==> src/rtl/glitch_cfg_pkg.sv <==
// Shared definitions for the glitch-config shift interface: frame width, field offsets,
// transmitter state encoding and a small elaboration helper.
package glitch_cfg_pkg;

  localparam int REGISTER_WIDTH_DEF = 129;

  // Frame layout as seen in the receiver register (MSB = first bit on the wire)
  localparam int POL_BIT   = 0;
  localparam int CNT_A_LSB = 1;
  localparam int CNT_A_MSB = 64;
  localparam int CNT_B_LSB = 65;
  localparam int CNT_B_MSB = 128;

  typedef enum logic [2:0] {
    IDLE     = 3'd0,
    ARM      = 3'd1,
    LOW      = 3'd2,
    HIGH     = 3'd3,
    WAIT_RDY = 3'd4,
    DONE     = 3'd5
  } state_e;

  function automatic int max_int(input int a, input int b);
    return (a > b) ? a : b;
  endfunction

endpackage

==> src/rtl/sync_2ff.sv <==
// Two-flop synchronizer for a single asynchronous level; output resets to 0.
module sync_2ff (
  input  logic clk,
  input  logic reset,
  input  logic d,
  output logic q
);

  logic meta;

  always_ff @(posedge clk or posedge reset) begin
    if (reset) begin
      meta <= 1'b0;
      q    <= 1'b0;
    end else begin
      meta <= d;
      q    <= meta;
    end
  end

endmodule

==> src/rtl/data_shiftout.sv <==
// Serial frame transmitter for the glitch-config shift-in receiver (MSB first, plus one trailer
// t_clk pulse). Optional ready timeout is built when SHIFTOUT_TIMEOUT_EN is defined.
module data_shiftout
  import glitch_cfg_pkg::*;
#(
  parameter int REGISTER_WIDTH = REGISTER_WIDTH_DEF,
  parameter int CLK_HALF       = 4,
  parameter int ARM_CYCLES     = 4
`ifdef SHIFTOUT_TIMEOUT_EN
  ,
  parameter int TIMEOUT_CYCLES = 1024
`endif
) (
  input  logic                      clk,
  input  logic                      reset,
  input  logic                      start,
  input  logic [REGISTER_WIDTH-1:0] din,
  output logic                      busy,
  output logic                      done,
  output logic                      err,
  output logic                      t_clk,
  output logic                      t_data,
  output logic                      enable,
  input  logic                      ready_in,
  output state_e                    state_dbg
);

  localparam int BCW = $clog2(REGISTER_WIDTH + 2);
  localparam int PHW = $clog2(max_int(CLK_HALF, ARM_CYCLES) + 1);
  localparam logic [BCW-1:0] LAST_RISE   = BCW'(REGISTER_WIDTH + 1);
  localparam logic [BCW-1:0] TRAILER_CNT = BCW'(REGISTER_WIDTH);
  localparam logic [PHW-1:0] ARM_LAST    = PHW'(ARM_CYCLES - 1);
  localparam logic [PHW-1:0] HALF_LAST   = PHW'(CLK_HALF - 1);

  state_e                    state_q, state_d;
  logic [REGISTER_WIDTH-1:0] shreg_q, shreg_d;
  logic [BCW-1:0]            bit_cnt_q, bit_cnt_d;
  logic [PHW-1:0]            phase_q, phase_d;
  logic                      busy_q, busy_d, done_q, done_d, err_q, err_d;
  logic                      t_clk_q, t_clk_d, t_data_q, t_data_d, enable_q, enable_d;
  logic                      ready_sync;

`ifdef SHIFTOUT_TIMEOUT_EN
  localparam int TCW = $clog2(TIMEOUT_CYCLES + 1);
  localparam logic [TCW-1:0] TMO_LAST = TCW'(TIMEOUT_CYCLES - 1);
  logic [TCW-1:0] tmo_q, tmo_d;
`endif

  sync_2ff u_ready_sync (
    .clk   (clk),
    .reset (reset),
    .d     (ready_in),
    .q     (ready_sync)
  );

  always_ff @(posedge clk or posedge reset) begin
    if (reset) begin
      state_q   <= IDLE;
      shreg_q   <= '0;
      bit_cnt_q <= '0;
      phase_q   <= '0;
      busy_q    <= 1'b0;
      done_q    <= 1'b0;
      err_q     <= 1'b0;
      t_clk_q   <= 1'b0;
      t_data_q  <= 1'b0;
      enable_q  <= 1'b0;
`ifdef SHIFTOUT_TIMEOUT_EN
      tmo_q     <= '0;
`endif
    end else begin
      state_q   <= state_d;
      shreg_q   <= shreg_d;
      bit_cnt_q <= bit_cnt_d;
      phase_q   <= phase_d;
      busy_q    <= busy_d;
      done_q    <= done_d;
      err_q     <= err_d;
      t_clk_q   <= t_clk_d;
      t_data_q  <= t_data_d;
      enable_q  <= enable_d;
`ifdef SHIFTOUT_TIMEOUT_EN
      tmo_q     <= tmo_d;
`endif
    end
  end

  // Next-state logic also computes every registered output, so outputs change on transitions
  always_comb begin
    state_d   = state_q;
    shreg_d   = shreg_q;
    bit_cnt_d = bit_cnt_q;
    phase_d   = phase_q;
    busy_d    = busy_q;
    done_d    = 1'b0;
    err_d     = 1'b0;
    t_clk_d   = t_clk_q;
    t_data_d  = t_data_q;
    enable_d  = enable_q;
`ifdef SHIFTOUT_TIMEOUT_EN
    tmo_d     = tmo_q;
`endif
    case (state_q)
      IDLE, DONE: begin
        if (start) begin
          shreg_d   = din;
          bit_cnt_d = '0;
          phase_d   = '0;
          busy_d    = 1'b1;
          enable_d  = 1'b0;
          t_clk_d   = 1'b0;
          t_data_d  = 1'b0;
          state_d   = ARM;
        end
      end
      ARM: begin
        if (phase_q == ARM_LAST) begin
          phase_d  = '0;
          enable_d = 1'b1;
          t_data_d = shreg_q[REGISTER_WIDTH-1];
          state_d  = LOW;
        end else begin
          phase_d = phase_q + PHW'(1);
        end
      end
      LOW: begin
        if (phase_q == HALF_LAST) begin
          phase_d   = '0;
          t_clk_d   = 1'b1;
          shreg_d   = shreg_q << 1;
          bit_cnt_d = bit_cnt_q + BCW'(1);
          state_d   = HIGH;
        end else begin
          phase_d = phase_q + PHW'(1);
        end
      end
      HIGH: begin
        if (phase_q == HALF_LAST) begin
          phase_d = '0;
          t_clk_d = 1'b0;
          if (bit_cnt_q < LAST_RISE) begin
            // The low phase after the last data bit carries the trailer pulse with data 0
            t_data_d = (bit_cnt_q == TRAILER_CNT) ? 1'b0 : shreg_q[REGISTER_WIDTH-1];
            state_d  = LOW;
          end else begin
            t_data_d = 1'b0;
            state_d  = WAIT_RDY;
`ifdef SHIFTOUT_TIMEOUT_EN
            tmo_d    = '0;
`endif
          end
        end else begin
          phase_d = phase_q + PHW'(1);
        end
      end
      WAIT_RDY: begin
        if (ready_sync) begin
          done_d  = 1'b1;
          busy_d  = 1'b0;
          state_d = DONE;
        end
`ifdef SHIFTOUT_TIMEOUT_EN
        else if (tmo_q == TMO_LAST) begin
          err_d    = 1'b1;
          busy_d   = 1'b0;
          enable_d = 1'b0;
          state_d  = IDLE;
        end else begin
          tmo_d = tmo_q + TCW'(1);
        end
`endif
      end
      default: state_d = IDLE;
    endcase
  end

  assign busy      = busy_q;
  assign done      = done_q;
  assign err       = err_q;
  assign t_clk     = t_clk_q;
  assign t_data    = t_data_q;
  assign enable    = enable_q;
  assign state_dbg = state_q;

endmodule

==> config.mk <==
export PLATFORM = sky130hd
export DESIGN_NAME = data_shiftout
export DESIGN_NICKNAME = d
export VERILOG_FILES = /design/src/rtl/glitch_cfg_pkg.sv /design/src/rtl/sync_2ff.sv /design/src/rtl/data_shiftout.sv
export SDC_FILE = /design/constraint.sdc
export NUM_CORES = 1
export LEC_CHECK = 0
export ABC_AREA = 1
export BUFFER_PORTS_ARGS = -buffer_cell sky130_fd_sc_hd__buf_2
export CELL_PAD_IN_SITES_DETAIL_PLACEMENT = 0
export CELL_PAD_IN_SITES_GLOBAL_PLACEMENT = 1
export CORE_MARGIN = 5
export CORE_UTILIZATION = 40
export DETAILED_ROUTE_END_ITERATION = 12
export PLACE_DENSITY_LB_ADDON = 0.15
export SLEW_MARGIN = 20
export SYNTH_ARGS = -nofsm -noshare
export SYNTH_HDL_FRONTEND = slang
export SYNTH_SLANG_ARGS = --single-unit
==> constraint.sdc <==
create_clock -name clk -period 5.2 [get_ports clk]
set_input_delay 0.78 -clock clk [delete_from_list [all_inputs] [get_ports clk]]
set_output_delay 0.78 -clock clk [all_outputs]
set_load 0.03 [all_outputs]
Word level (Yosys, flattened, before mapping):

Cells that the tools add are included.

* eq/ne operators: 12
* multiplexer cells: 31
* bitwise gates (word level): 0
* $mul: 0
* shift operators: 0
* reductions and logical operators: 16
* div/mod/pow operators: 0
* $add $sub $neg: 2
* $lt $le $gt $ge: 1

Operators by type and width (number)
* $mux W129: 2
* $pmux W129 S2: 1
* $mux W3: 8
* $mux W8: 2
* $pmux W8 S2: 1
* $pmux W3 S5: 1
* $mux W1: 11
* $eq A3 B2 Y1 const B: 3
* $reduce_and A3 Y1: 3
* $add A8 B1 Y8 const B: 1
* $eq A8 B8 Y1 const B: 1
* $lt A8 B8 Y1 const B: 1
* $ne A2 B2 Y1 const B: 4
* $reduce_and A4 Y1: 2
* $reduce_bool A2 Y1: 4
* $eq A3 B3 Y1 const B: 2
* $pmux W1 S3: 2
* $pmux W3 S2: 1
* $reduce_bool A3 Y1: 2
* $reduce_and A5 Y1: 1
* $pmux W1 S2: 2
* $add A3 B1 Y3 const B: 1
* $eq A3 B1 Y1 const B: 1
* $logic_not A3 Y1: 1
* 4 further kinds: 4

* memories: 0
* ROM bits: 0
* bits in writable memories: 0
* bits in latches: 0
* word-level logic and storage cells: 73
* bits of input ports: 133
* register bits after elaboration: 150
* output and inout bits: 9

Depth between registers and ports, before layout:

Gate-level depths: netlist of run 1.

* word-level depth: 5
* mapped depth: 11
* depth with buffers taken out: 9

Cells and area by module:

From an unflattened synthesis of run 1, not the netlist that was laid out.

* cells, all modules: 998
* area total of the unflattened synthesis: 7581.0 um2

Modules (own cells, without submodules)
* data_shiftout: cells each 995, seq. area each 3703.6 um2, area each 7527.2 um2, instances 1
* sync_2ff: cells each 3, seq. area each 50.0 um2, area each 53.8 um2, instances 1

Worst setup path after synthesis of run 1:

Ideal clock, no wire load.

* path kind: reg-to-reg
* start: register state_q[1] (netlist: state_dbg[1])
* end: register shreg_q[34]
* path buffers: 3
* arrival: 1.667 ns
* stages on the path, launching flop included: 12
* clock period less this slack: 1.741 ns
* data required time: 5.126 ns
* path slack: 3.459 ns
* setup time: 0.074 ns
* path through: dfrtp_1 inv_2 nand3_1 nand2_2 nand2_4 inv_2 nor2_2 buf_4 buf_6 buf_6 nand2_2 o21ai_2

* word-level cells in the longest chain between the ends: 4
* elaborated cells on any way between the ends: 9
* those cells by class: eq/ne: 4; mux: 1; reduce/logical: 4

Ends and longest elaborated chain
* start, declared: RTL line data_shiftout.sv:35 `state_e state_q, state_d;`
* start signal, assigned: RTL line data_shiftout.sv:72 `state_q <= state_d;`
* $eq A3 B3 Y1 or $logic_not A3 Y1 (tied branches): RTL line data_shiftout.sv:103 `case (state_q)`
* $reduce_or A2 Y1: RTL line data_shiftout.sv:103
* $ne A2 B2 Y1 (no line) or $reduce_bool A2 Y1 (tied branches)
* $reduce_and A3 Y1 (no line)
* end signal, assigned: RTL line data_shiftout.sv:73 `shreg_q <= shreg_d;`
* end, declared: RTL line data_shiftout.sv:36 `logic [REGISTER_WIDTH-1:0] shreg_q, shreg_d;`

Several ways; a longest one is shown, not always the timed one.
A chain may end at the register's enable or synchronous reset.

Worst setup path in the final report of run 1:

* start: register phase_q[0]
* end: register shreg_q[55]

* word-level cells in the longest chain between the ends: 3

Ends and longest elaborated chain
* start, declared: RTL line data_shiftout.sv:38 `logic [PHW-1:0] phase_q, phase_d;`
* start signal, assigned: RTL line data_shiftout.sv:75 `phase_q <= phase_d;`
* $eq A3 B2 Y1: RTL line data_shiftout.sv:127 `if (phase_q == HALF_LAST) begin`
* $ne A2 B2 Y1 (no line)
* $reduce_and A3 Y1 (no line)

No other way between the ends.

==> run metrics, run 1 <==
cell chosen for the clock root clkbuf_16; Core ar. 18600 um2; area of the die 21700 um2; Avg Cell Area, Syn 7.54 um2; Hold Buf Count CTS 0; DIE WIDTH 147 um; Worst EP arrival 2760 ps; multi-input logic area 2920 um2; pwr dens 278 nW/um2; # setup viols final 0; CP max stage delay 470 ps; DR iter-0 viols 315; synthesized area 7550 um2; Int Pwr 1.95 mW; critical path capture point type register; met2 Usage GRT 23.4%; Register Area 3750 um2; Netlist cell types 25; die height 147 um; GPL Wtd Cong 0.771; TritonCTS buffer count 17; proportion of layout cells with a drive suffix above 1 18.2%; post-route DRC violation count 0; Final ANT Viol Nets 0; critical-path cell list ha_1, nand2_1, nand3_1, o21ai_1, nor2_4, buf_12, o21ai_0; Antenna Cells 0; crit path kind register to register; total routed wirelength 16300 um; GR peak layer met2; final setup TNS 0 ps; largest net degree at the start of global routing 264; Worst Max-Slew Pin Slew 1350 ps; CTS tree built; input/output buffers 140; gr usage total 15.6%; Seq/Total Area, Yosys 49.7%; top-area cell type share of the netlist area 49.7%; Initial Utilization 40.5%; Clk Latency, worst-skew pair 420 ps; final hold viol count 0; Mapped Nets 1137; cell count after synthesis 1001; Clk pin slew, worst setup/hold paths 60 ps; yosys warns 0; P_sw 0.523 mW; Area growth syn-to-layout 17.7%; outcome finished clean; crit path setup slack, layout 2680 ps; smallest hold slack 359 ps; H-tree Lvls 4; clk buf depth 2; Via Count 6207; filler instances 1942; Comb pwr share 3.2%; Sink Count 150; HP Class register to register; routed vias/inst 4.58; largest area contributor in the netlist dfrtp_1; Area contributors post-synth dfrtp_1 50%, nand2_1 15%, o21ai_0 14%, inv_1 7.5%, o21ai_1 3.4%; met1 usage 22.3%; leak pwr 4.21 nW; relative slew slack 9.71%; Top FF cell, synth dfrtp_1; Max Fclk 396 MHz; max-slew violation count 0; post_cts resized 0; startpoint types register; initial antenna violation count 0; Rows 50; IO Pins 142; first drt pass iteration count 5; vias in the first global route 5910; dpl ws 2790 ps; Peak VDD IR 211 uV; grt ovf 0; sequential share of power 47.3%; Post-synth EDFFs 0; CP max-delay cell buf_12; asr flop ratio synth 100%; final worst-path cycle share 48.5%; fin util 47.7%; MaxCap Viol Count 0; switching share of total power 21.2%; final worst path period need 2520 ps; WP data required 5440 ps; RSZ-0062 raised after global routing no; crit-path max FO 263; first-pass GRT wire length 28000 um; Nets 1243; post-CTS setup buffers 0; Seq cells post-synth 150; met3 global-route usage 3.99%; Avg WL per Cell 12.1 um; clock skew 8.91 ps; clock network power share 49.6%; Detailed Place HPWL 10600 um
[cell families after synthesis]
group | share of synthesized area (%)
other | 0.0497
adder cells (fa/ha/maj) | 0.497
XOR/XNOR | 0.116
AND/OR/NAND/NOR | 19.0
AO/OA/AOI/OAI | 18.8
flip-flops | 49.7
buffers and inverters | 11.8
[Yosys cell counts, types with 8 or more instances]
master and count:
nand2_1 308, nand2_2 11, nand3_1 18, clkbuf_1 20, o21ai_1 51, inv_1 151, buf_2 28, dfrtp_1 150
buf_6 8, nor2_1 16, o21ai_0 205, o21ai_2 10
[metal layers]
layer  wire [um]  vias up
met3         729       10
met4         157        0
met2        7240      104
met5           0        -
met1        8200     2760
li1            -     3333
[placed cells by master, fill, tap and decap left out, drive strengths merged, types with 3 or more instances in the layout]
master and n:
o21ai 266, nand4 3, ha 3, dfrtp 150
buf 145, nand2 320, inv 154, clkbuf 21
clkinvlp 4, nand3 18, nor2 18, clkinv 4
a21oi 3
[path summary, 6_finish.rpt]
| kind | from | to | depth (start not counted) | slack [ps] |
|---|---|---|---|---|
| hold reg to reg | u_ready_sync.meta$_DFF_PP0_ | u_ready_sync.q$_DFF_PP0_ | 0 | 360 |
| setup reg to reg | phase_q[0]$_DFFE_PP0P_ | shreg_q[55]$_DFFE_PP0P_ | 7 | 2680 |
| setup / recovery | phase_q[0]$_DFFE_PP0P_ | shreg_q[55]$_DFFE_PP0P_ | 7 | 2680 |
| hold / removal | u_ready_sync.meta$_DFF_PP0_ | u_ready_sync.q$_DFF_PP0_ | 0 | 360 |
| min in group asynchronous | reset | shreg_q[118]$_DFFE_PP0P_ | 2 | 490 |
| max in group asynchronous | reset | shreg_q[23]$_DFFE_PP0P_ | 3 | 3700 |
[registers in the layout, indices dropped and copies added, names as in the netlist]
register and count:
u_ready_sync.q 1, shreg_q 129, u_ready_sync.meta 1, state_dbg 3, phase_q 3, done 1
enable 1, busy 1, t_data 1, bit_cnt_q 8, t_clk 1
[power groups by stage]
stage          logic, mW  clock network, mW  registers (mW)
2_1_floorplan     0.0190                  0            1.19
3_3_place_gp      0.0823                  0            1.19
3_5_place_dp      0.0811                  0            1.19
4_1_cts           0.0815               1.26            1.17
5_1_grt           0.0906               1.32            1.17
6_report          0.0779               1.23            1.17
[through the flow]
stage	instances	cell area (um2)	total power, mW
2_1_floorplan	1001	7550	1.21
4_1_cts	1354	8880	2.51
6_report	1354	8880	2.47
5_1_grt	1354	8880	2.58
3_5_place_dp	1322	8290	1.27
3_3_place_gp	1322	8290	1.27
[final cells by class]
| cell class | count | area share (%) |
|---|---|---|
| Clock buffer | 21 | 5.30 |
| Timing Repair Buffer | 145 | 8.45 |
| Tap cell | 234 | 3.30 |
| Sequential cell | 150 | 42.2 |
| Inverter | 153 | 6.52 |
| Clock inverter | 11 | 1.38 |
| Multi-Input combinational cell | 640 | 32.8 |
[critical path, delay by kind of cell (launching register included)]
| kind | cells | cell delay (ps) |
|---|---|---|
| AOI/OAI and AO/OA | 2 | 360 |
| DFF | 1 | 380 |
| buffers and inverters | 1 | 470 |
| and+or+nand+nor | 3 | 450 |
| adders and majority gates | 1 | 180 |
Power figures use the tool's default switching activity.
==> run 2: changes to the inputs <==
==> constraint.sdc (replaced) <==
create_clock -name clk -period 2.6 [get_ports clk]
set_input_delay 0.39 -clock clk [delete_from_list [all_inputs] [get_ports clk]]
set_output_delay 0.39 -clock clk [all_outputs]
set_load 0.03 [all_outputs]
==> run 2 against run 1 <==
Net effect: via count is 1.1% higher; sequential share of layout area shrank 0.83 points; total power is 110% higher; non-clock buffer count up 5; register-to-register slack lost 2000 ps; sequential cell count unchanged; wire length grew 1.2%; largest power group unchanged; final cell count increased by 0.30%; highest routed layer unchanged; setup slack got worse by 2000 ps.
==> run metrics, run 2 (synthesis gave the netlist of run 1 again) <==
total power 5.20 mW (+110%); Peak VDD IR 411 uV (+94%); crit path kind register to register; vias in the first global route 5916 (+0.10%); Most flops, register shreg_q; clock skew 9.91 ps (+1.00 ps); sequential share of power 44.9% (-2.4 points); fin util 48.6% (+0.95 points); first drt pass iteration count 4 (-1); RSZ-0062 raised after global routing no; top flop regs shreg_q (129), bit_cnt_q (8); GPL Wtd Cong 0.793 (+2.9%); final setup TNS 0 ps (unchanged); crit-path max FO 82 (-69%); Area growth syn-to-layout 20.0%; Worst EP arrival 2220 ps (-540 ps); critical-path cell list inv_2, nand3_1, nand2_2, nand2_4, inv_2, nor2_4, buf_12, o21ai_0; relative slew slack 65.4% (+56 points); DR iter-0 viols 368 (+17%); CP max stage delay 490 ps (+20 ps); input/output buffers 140 (unchanged); final hold viol count 0 (unchanged); post-CTS setup buffers 0 (unchanged); HP Class primary input to register; proportion of layout cells with a drive suffix above 1 18.4% (+0.20 points); pwr dens 574 nW/um2 (+110%); grt ovf 0 (unchanged); Int Pwr 4.14 mW (+110%); switching share of total power 20.4% (-0.73 points); Bufs and invs on worst path 3 (+2); most frequent cell on the critical path inv_2; outcome finished clean; Rows 50 (unchanged); Final ANT Viol Nets 0 (unchanged); post-route DRC violation count 0 (unchanged); Detailed Place HPWL 10900 um (+2.8%); filler instances 1947 (+0.26%); die height 147 um (unchanged); MaxCap Viol Count 0 (unchanged); max-slew violation count 0 (unchanged); startpoint types register; Comb pwr share 3.2% (about the same); Worst Max-Slew Pin Slew 519 ps (-836 ps); DIE WIDTH 147 um (unchanged); TritonCTS buffer count 17 (unchanged); Clk Latency, worst-skew pair 420 ps (about the same); area of the die 21700 um2 (unchanged); Sink Count 150 (unchanged); Core ar. 18600 um2 (unchanged); CTS tree built; first-pass GRT wire length 28000 um (about the same); CP max-delay cell dfrtp_1; P_sw 1.06 mW (+100%); initial antenna violation count 0 (unchanged); total routed wirelength 16500 um (+1.2%); largest net degree at the start of global routing 147 (-44%); Nets 1248 (+0.40%); H-tree Lvls 4 (unchanged); leading cell types in the layout, fill and taps excluded 307 x nand2_1, 205 x o21ai_0, 150 x inv_1, 150 x dfrtp_1, 140 x buf_2; clk buf depth 2 (unchanged); Largest register FFs 129 (unchanged); final worst path period need 1930 ps (-599 ps); # setup viols final 0 (unchanged); Max Fclk 519 MHz (+31%); critical path capture point type register; IO Pins 142 (unchanged); gr usage total 15.6% (-0.033 points); Antenna Cells 0 (unchanged); Clk pin slew, worst setup/hold paths 60 ps (about the same); final worst-path cycle share 74.1% (+26 points); Avg WL per Cell 12.2 um (+0.95%); Initial Utilization 40.5% (unchanged); clock network power share 51.9% (+2.3 points); WP data required 2890 ps (-2550 ps); cell chosen for the clock root clkbuf_16; routed vias/inst 4.62 (+0.80%); leak pwr 4.28 nW (+1.7%); commonest non-fill, non-tap cell in the layout nand2_1; Via Count 6275 (+1.1%); family with the most delay on the worst path simple AND/OR/NAND/NOR gates
## run 2: cell types whose count changed in the layout (fill, tap and decap cells not counted)
cell           previous run  this run
buf_12                    1         8
buf_4                     4         1
bufinv_16                 2         5
clkbuf_8                  3         1
clkinv_2                  3         2
clkinv_4                  1         2
clkinvlp_4                4         3
dlygate4sd3_1             0         1
inv_6                     2         1
## run 2: worst reg2reg max path: stages, from the launching register on
cell	delay (ps)
dfrtp_1	490
inv_2	120
nand3_1	120
nand2_2	110
nand2_4	110
inv_2	50
nor2_4	290
buf_12	350
o21ai_0	160
## run 2: through the flow
step                      area, um2  setup WS (ps)  cells  hold WS, ps
after global routing           9060            434   1358         65.4
after global placement         8410            690   1326          335
after floorplan                7550            321   1001          331
after CTS                      9060            651   1358         59.4
after detailed placement       8410            634   1326          335
final                          9060            674   1358         83.6
## run 2: final timing paths
| kind | startpoint | to | slack (ps) | depth (start not counted) |
|---|---|---|---|---|
| max | state_dbg[1]$_DFFE_PP0P_ | shreg_q[76]$_DFFE_PP0P_ | 670 | 8 |
| min | ready_in | u_ready_sync.meta$_DFF_PP0_ | 80 | 1 |
| max reg2reg | state_dbg[1]$_DFFE_PP0P_ | shreg_q[76]$_DFFE_PP0P_ | 670 | 8 |
| min reg2reg | u_ready_sync.meta$_DFF_PP0_ | u_ready_sync.q$_DFF_PP0_ | 350 | 0 |
| max in group asynchronous | reset | state_dbg[2]$_DFFE_PP0P_ | 1360 | 4 |
| min in group asynchronous | reset | shreg_q[94]$_DFFE_PP0P_ | 550 | 3 |
## run 2: power by group through the flow
stage / sequential (mW) / clock, mW / combinational [mW]
final: 2.34 / 2.70 / 0.164
after global routing: 2.33 / 2.87 / 0.189
after CTS: 2.34 / 2.77 / 0.170
after detailed placement: 2.38 / 0 / 0.169
after global placement: 2.38 / 0 / 0.169
after floorplan: 2.38 / 0 / 0.0384
## run 2: area by class of cell
| type | count | area (um2) | area share, % |
|---|---|---|---|
| sequential | 150 | 3750 | 41.4 |
| timing repair buffer | 150 | 878 | 9.69 |
| multi-input combinational | 640 | 2920 | 32.2 |
| clock inverter | 12 | 201 | 2.22 |
| tap | 234 | 293 | 3.23 |
| inverter | 153 | 578 | 6.38 |
| clock buffer | 19 | 443 | 4.89 |
## run 2: per-layer routing
metal	wire length [um]	up-vias	track usage [%]
li1	-	3348	-
met1	8330	2802	22.6
met2	7420	115	23.6
met3	650	10	3.40
met4	135	0	4.33
met5	0	-	0
## run 2: what timing repair did
action	4_1_cts	5_1_grt
hold endpoints to repair	17	0
gates resized for setup	0	0
hold buffers	1	0
